[src/rtl/adc_scan_pkg.sv]
// Shared types and helpers for the ADC128S022 scan sequencer: FSM states,
// channel addresses and the address-rotation / address-bit functions.
package adc_scan_pkg;

    typedef enum logic [1:0] {IDLE, FRAME, GAP} scan_state_e;

    localparam logic [2:0] CH5 = 3'd5;
    localparam logic [2:0] CH6 = 3'd6;
    localparam logic [2:0] CH7 = 3'd7;

    function automatic logic [2:0] next_ch(input logic [2:0] ch);
        case (ch)
            CH5:     return CH6;
            CH6:     return CH7;
            default: return CH5;
        endcase
    endfunction

    // Data shifted out in a frame belongs to the channel addressed one frame earlier.
    function automatic logic [2:0] prev_ch(input logic [2:0] ch);
        case (ch)
            CH6:     return CH5;
            CH7:     return CH6;
            default: return CH7;
        endcase
    endfunction

    // Bit presented on din ahead of sck rising edge number rise_n (1..16).
    function automatic logic din_bit(input logic [2:0] addr, input logic [4:0] rise_n);
        case (rise_n)
            5'd3:    return addr[2];
            5'd4:    return addr[1];
            5'd5:    return addr[0];
            default: return 1'b0;
        endcase
    endfunction

endpackage

[src/rtl/adc_spi_frame.sv]
// One 16-clock ADC128S022 frame: cs_n/sck generation, address shift-out on din,
// 12-bit result shift-in from dout, one-cycle done pulse after the 16th rising edge.
module adc_spi_frame
    import adc_scan_pkg::*;
#(
    parameter int CLK_DIV = 25
) (
    input  logic        clk_i,
    input  logic        rst_i,
    input  logic        start_i,
    input  logic [2:0]  addr_i,
    input  logic        dout_i,
    output logic        cs_n_o,
    output logic        sck_o,
    output logic        din_o,
    output logic        done_o,
    output logic        last_o,
    output logic [11:0] data_o
);

    logic        cs_n_q, cs_n_d;
    logic        sck_q, sck_d;
    logic        din_q, din_d;
    logic [7:0]  hc_q, hc_d;
    logic [4:0]  ecnt_q, ecnt_d;
    logic [11:0] shreg_q, shreg_d;
    logic [2:0]  addr_q, addr_d;
    logic        done_q, done_d;
    logic        half_end;

    assign half_end = (hc_q == 8'(CLK_DIV - 1));

    always_comb begin
        cs_n_d  = cs_n_q;
        sck_d   = sck_q;
        din_d   = din_q;
        hc_d    = hc_q;
        ecnt_d  = ecnt_q;
        shreg_d = shreg_q;
        addr_d  = addr_q;
        done_d  = 1'b0;
        if (start_i && cs_n_q) begin
            // cs_n and the first sck fall coincide; din for rising edge 1 is 0
            cs_n_d  = 1'b0;
            sck_d   = 1'b0;
            din_d   = 1'b0;
            hc_d    = '0;
            ecnt_d  = '0;
            shreg_d = '0;
            addr_d  = addr_i;
        end else if (!cs_n_q) begin
            if (!half_end) begin
                hc_d = hc_q + 8'd1;
            end else begin
                hc_d = '0;
                if (!sck_q) begin
                    sck_d   = 1'b1;
                    ecnt_d  = ecnt_q + 5'd1;
                    shreg_d = {shreg_q[10:0], dout_i};
                    done_d  = (ecnt_q == 5'd15);
                end else if (ecnt_q == 5'd16) begin
                    cs_n_d = 1'b1;
                end else begin
                    sck_d = 1'b0;
                    din_d = din_bit(addr_q, ecnt_q + 5'd1);
                end
            end
        end
    end

    always_ff @(posedge clk_i) begin
        if (rst_i) begin
            cs_n_q  <= 1'b1;
            sck_q   <= 1'b1;
            din_q   <= 1'b0;
            hc_q    <= '0;
            ecnt_q  <= '0;
            shreg_q <= '0;
            addr_q  <= CH5;
            done_q  <= 1'b0;
        end else begin
            cs_n_q  <= cs_n_d;
            sck_q   <= sck_d;
            din_q   <= din_d;
            hc_q    <= hc_d;
            ecnt_q  <= ecnt_d;
            shreg_q <= shreg_d;
            addr_q  <= addr_d;
            done_q  <= done_d;
        end
    end

    assign cs_n_o = cs_n_q;
    assign sck_o  = sck_q;
    assign din_o  = din_q;
    assign done_o = done_q;
    assign data_o = shreg_q;
    assign last_o = !cs_n_q && half_end && sck_q && (ecnt_q == 5'd16);

endmodule

[src/rtl/adc_scan_sequencer.sv]
// Continuous 5/6/7 scan of an ADC128S022 with a prime frame after reset/idle.
// Optional ADC_AVG_EN: each channel output is the mean of the last two raw samples.
module adc_scan_sequencer
    import adc_scan_pkg::*;
#(
    parameter int CLK_DIV    = 25,
    parameter int GAP_CYCLES = 50
) (
    input  logic        clk_50,
    input  logic        rst,
    input  logic        enable,
    input  logic        adc_dout,
    output logic        adc_cs_n,
    output logic        adc_sck,
    output logic        adc_din,
    output logic [11:0] ch5,
    output logic [11:0] ch6,
    output logic [11:0] ch7,
    output logic        scan_valid,
    output logic        busy
);

    scan_state_e      state_q, state_d;
    logic [7:0]       gap_q, gap_d;
    logic [2:0]       next_addr_q, next_addr_d;
    logic [2:0]       data_ch_q, data_ch_d;
    logic             prime_q, prime_d;
    logic             frame_prime_q, frame_prime_d;
    logic [2:0][11:0] ch_q, ch_d;
    logic             sv_q, sv_d;
    logic             start, frame_done, frame_last;
    logic [11:0]      frame_data, res;
    logic [1:0]       idx;

    adc_spi_frame #(.CLK_DIV(CLK_DIV)) u_frame (
        .clk_i   (clk_50),
        .rst_i   (rst),
        .start_i (start),
        .addr_i  (next_addr_q),
        .dout_i  (adc_dout),
        .cs_n_o  (adc_cs_n),
        .sck_o   (adc_sck),
        .din_o   (adc_din),
        .done_o  (frame_done),
        .last_o  (frame_last),
        .data_o  (frame_data)
    );

    always_comb begin
        state_d       = state_q;
        gap_d         = gap_q;
        next_addr_d   = next_addr_q;
        data_ch_d     = data_ch_q;
        prime_d       = prime_q;
        frame_prime_d = frame_prime_q;
        start         = 1'b0;
        case (state_q)
            IDLE:  if (enable) start = 1'b1;
            FRAME: if (frame_last) begin
                state_d = GAP;
                gap_d   = '0;
            end
            GAP: begin
                if (gap_q == 8'(GAP_CYCLES - 1)) begin
                    if (enable) begin
                        start = 1'b1;
                    end else begin
                        state_d     = IDLE;
                        prime_d     = 1'b1;
                        next_addr_d = CH5;
                    end
                end else begin
                    gap_d = gap_q + 8'd1;
                end
            end
            default: state_d = IDLE;
        endcase
        if (start) begin
            state_d       = FRAME;
            next_addr_d   = next_ch(next_addr_q);
            data_ch_d     = prev_ch(next_addr_q);
            frame_prime_d = prime_q;
            prime_d       = 1'b0;
        end
    end

    assign idx = (data_ch_q == CH5) ? 2'd0 : (data_ch_q == CH6) ? 2'd1 : 2'd2;

`ifdef ADC_AVG_EN
    logic [2:0][11:0] raw_q, raw_d;
    logic [2:0]       have_q, have_d;
    logic [12:0]      sum;

    assign sum = {1'b0, raw_q[idx]} + {1'b0, frame_data};
    assign res = have_q[idx] ? sum[12:1] : frame_data;

    always_comb begin
        raw_d  = raw_q;
        have_d = have_q;
        // history restarts with every prime so stale samples never blend in
        if (start && prime_q) have_d = '0;
        if (frame_done && !frame_prime_q) begin
            raw_d[idx]  = frame_data;
            have_d[idx] = 1'b1;
        end
    end

    always_ff @(posedge clk_50) begin
        if (rst) begin
            raw_q  <= '0;
            have_q <= '0;
        end else begin
            raw_q  <= raw_d;
            have_q <= have_d;
        end
    end
`else
    assign res = frame_data;
`endif

    always_comb begin
        ch_d = ch_q;
        sv_d = 1'b0;
        if (frame_done && !frame_prime_q) begin
            ch_d[idx] = res;
            sv_d      = (idx == 2'd2);
        end
    end

    always_ff @(posedge clk_50) begin
        if (rst) begin
            state_q       <= IDLE;
            gap_q         <= '0;
            next_addr_q   <= CH5;
            data_ch_q     <= CH7;
            prime_q       <= 1'b1;
            frame_prime_q <= 1'b1;
            ch_q          <= '0;
            sv_q          <= 1'b0;
        end else begin
            state_q       <= state_d;
            gap_q         <= gap_d;
            next_addr_q   <= next_addr_d;
            data_ch_q     <= data_ch_d;
            prime_q       <= prime_d;
            frame_prime_q <= frame_prime_d;
            ch_q          <= ch_d;
            sv_q          <= sv_d;
        end
    end

    assign ch5        = ch_q[0];
    assign ch6        = ch_q[1];
    assign ch7        = ch_q[2];
    assign scan_valid = sv_q;
    assign busy       = (state_q != IDLE);

endmodule
[config.mk]
export PLATFORM = sky130hd
export DESIGN_NAME = adc_scan_sequencer
export DESIGN_NICKNAME = d
export VERILOG_FILES = /design/src/rtl/adc_scan_pkg.sv /design/src/rtl/adc_spi_frame.sv /design/src/rtl/adc_scan_sequencer.sv
export SDC_FILE = /design/constraint.sdc
export NUM_CORES = 1
export LEC_CHECK = 0
export ABC_AREA = 1
export CAP_MARGIN = 40
export CORE_ASPECT_RATIO = 1.1
export CORE_UTILIZATION = 30
export DETAILED_ROUTE_END_ITERATION = 6
export PLACE_DENSITY = 0.53
export SLEW_MARGIN = 0
export SYNTH_ARGS = -nofsm -noshare
export SYNTH_HDL_FRONTEND = slang
export SYNTH_SLANG_ARGS = --single-unit
[constraint.sdc]
create_clock -name clk_50 -period 1.3 [get_ports clk_50]
set_input_delay 0.39 -clock clk_50 [delete_from_list [all_inputs] [get_ports clk_50]]
set_output_delay 0.39 -clock clk_50 [all_outputs]
set_load 0.01 [all_outputs]
==> results.toml, run 1 <==
[outcome]
status = "finished with violations"
violations = "setup timing"

[cts]
clk_pin_slew_ps = 60
cts-root-buf = "clkbuf_16"
cts_sinks = 84
cts_tree = "yes"
clock_path_buffers = 2
cts_htree_levels = 3
clkLatencyLatePin_ps = 340
cts_made_buffers = 9

[worst_setup_path]
critPathMaxStageDelay_ps = 320
crit_type = "reg -> reg"
critPathBufInv = 4
cp-end-kind = "flip-flop"
path_cells = "inv_2 -> ha_4 -> inv_2 -> nor2_4 -> nand3_4 -> buf_12 -> nor2_4 -> buf_12 -> nand2_4 -> a21oi_2"
cp_max_fo = 8
required_ps = 1580
crit_arrival_ps = 1700
cp-start-kind = "flip-flop"
cp_top_family = "buffers and inverters"
cp_slowest_cell = "dfxtp_2"

[yosys]
synth_fa_ha_area_share_pct = 4.662
ys_seq_elements = 84
synth_nets = 483
synth_ff_type = "dfxtp_1"
synth-compound-area-share_pct = 18.15
synthMuxAreaShare_pct = 0
synth_async_sr_flop_share_pct = 0
netlist_area_um2 = 3757
synth-seq-area-share_pct = 44.76
syn_avg_cell_area_um2 = 8.080
synth_edf_count = 0
synthCells = 465
synth-simple-area-share_pct = 20.28
synth_top_family_by_area = "simple AND/OR/NAND/NOR gates"
synth_xor_xnor_area_share_pct = 2.331
ys_types = 36
ys_warn_count = 0

[drt]
drc = 0
drt_iter0_markers = 134
wl_per_cell_um = 12.14
vias = 3298
first_pass_iters = 4
routed_wl_um = 8850
ant_nets = 0
vias_per_cell = 4.524

[final_layout]
antennaDiodeCount = 0
layout_commonest_cell = "nand2_1"
final_util_pct = 43.82
fillers = 1233
syn2layout_area_growth_pct = 41.56
layout.cells.most_common_list = "61 x nand2_1, 56 x inv_1, 55 x buf_4, 49 x a21oi_1, 42 x dfxtp_1"
fin_nets = 588
fin_cells = 729
drive_above_1_share_pct = 42.96

[floorplan]
initial_core_util_pct = 30.95
row_count = 42
die_h_um = 119.4
ios = 45
core_area_um2 = 12140
die_w_um = 108.7
die_area_um2 = 12980

[timing]
slew_viol_final = 0
finalSetupViolCount = 31
fin_setup_tns_ps = -2332
layout_setup_ws_ps = -118.2
worst_hold_slack_ps = 421.2
min_period_ps = 1418
min_period_over_period_pct = 109.1
hold_violations = 0
max_slew.worst_pin.slew_ps = 283.6
fin_skew_ps = 6.842
rsz0062_at_grt = "yes"
relSlewSlack_pct = 81.07
max_freq_ghz = 0.7051

[global_route]
grtUsageTotal_pct = 14.59
antenna_found_initial = 0
grt_max_degree = 41
grt_pass1_vias = 3152
overflow = 0
grt_pass1_wl_um = 14800

[power]
p_per_area_nw_per_um2 = 1101
power.leakage_nw = 2.179
total_power_mw = 5.855
irDropWorstVdd_mv = 0.7127

[job]
cap_violations = 0

[placed_design]
place_inst = 703
hpwl_um = 6017
globalplace.congestion = 0.8255
port_buffers = 44

[min_path]
hold_class = "in -> reg"
[stage by stage]
step	cell area (µm²)	setup WS (ps)
after floorplan	3787	-2.229
after global placement	4812	-386.0
after detailed placement	4812	-390.7
after CTS	5279	-117.7
after global routing	5319	-200.9
final	5319	-118.2
[registers in the layout, indices dropped and copies added, names as in the netlist]
signal	cells
u_frame.hc_q	8
ch6	12
scan_valid	1
next_addr_q	2
ch7	12
u_frame.cs_n_o	1
u_frame.addr_q	2
u_frame.done_o	1
u_frame.data_o	12
prime_q	1
data_ch_q	2
u_frame.ecnt_q	5
state_q	2
u_frame.din_o	1
frame_prime_q	1
u_frame.sck_o	1
ch5	12
gap_q	8
[worst paths after layout]
| check | from | to | slack [ps] | cells past startpoint |
|---|---|---|---|---|
| hold reg to reg | ch6[7]$_SDFFE_PP0P_ | ch6[7]$_SDFFE_PP0P_ | 440 | 2 |
| setup / recovery | u_frame.hc_q[1]$_SDFFE_PP0N_ | u_frame.data_o[1]$_SDFFE_PP0P_ | -120 | 10 |
| setup reg to reg | u_frame.hc_q[1]$_SDFFE_PP0N_ | u_frame.data_o[1]$_SDFFE_PP0P_ | -120 | 10 |
| hold / removal | enable | state_q[1]$_SDFFE_PP0P_ | 420 | 3 |
[worst register-to-register path: stages (launching register included)]
cell     delay (ps)
dfxtp_2         320
inv_2            60
ha_4            140
inv_2            40
nor2_4           90
nand3_4         120
buf_12          160
nor2_4          120
buf_12          140
nand2_4          50
a21oi_2         120
[synthesized netlist by cell type (3+ instances only)]
master | count | area [µm²]
nand2_4 | 3 | 33.78
ha_1 | 14 | 175.2
xor2_1 | 8 | 70.07
nor2_1 | 24 | 90.09
clkbuf_1 | 10 | 37.54
inv_1 | 65 | 244.0
nor2_2 | 3 | 18.77
o21ai_0 | 41 | 205.2
nand2_1 | 69 | 259.0
nor2_4 | 3 | 33.78
dfxtp_1 | 84 | 1682
nand2_2 | 5 | 31.28
o211ai_1 | 3 | 22.52
inv_2 | 5 | 18.77
nand3_1 | 25 | 125.1
a21oi_1 | 54 | 270.3
buf_8 | 3 | 45.04
a21oi_2 | 17 | 148.9
nand4_1 | 5 | 31.28
[cells by family after synthesis]
logic type / count (synthesis)
compound gates: 120
buf+inv: 87
xor+xnor: 10
fa+ha+maj: 14
flops: 84
simple gates: 150
[repair_timing]
| item | CTS | global route |
|---|---|---|
| buffers inserted | 3 | 4 |
| gates cloned | 1 | 2 |
| hold buffers | 0 | 0 |
| setup endpoints to repair | 79 | 90 |
| pin swaps | 15 | 16 |
| endpoints found under the hold margin | 0 | 0 |
| gates resized for setup | 172 | 85 |
[per-layer routing]
metal	share of wire (%)	track usage (%)
met1	46	18.02
met2	49	24.56
met3	3.9	3.503
met4	1.1	4.814
met5	0	0
[cell type report]
cell class | count | area (µm²) | area share [%]
clock buffer | 10 | 239.0 | 4.493
clock inverter | 6 | 93.84 | 1.764
inverter | 71 | 266.5 | 5.011
multi-input combinational | 295 | 1916 | 36.02
sequential | 84 | 1742 | 32.75
tap | 154 | 192.7 | 3.623
timing repair buffer | 109 | 869.6 | 16.35
[power breakdown]
group	internal (mW)	total, mW	switching [mW]
clock network	1.76	2.84	1.09
registers	2.60	2.63	0.0250
logic	0.166	0.385	0.218
Power figures use the tool's default switching activity.
==> inputs of run 2 (changes only) <==
- CAP_MARGIN: 40 -> 0
==> results of run 2 <==
The final DEF is identical to that of run 1; final timing and power are the same.
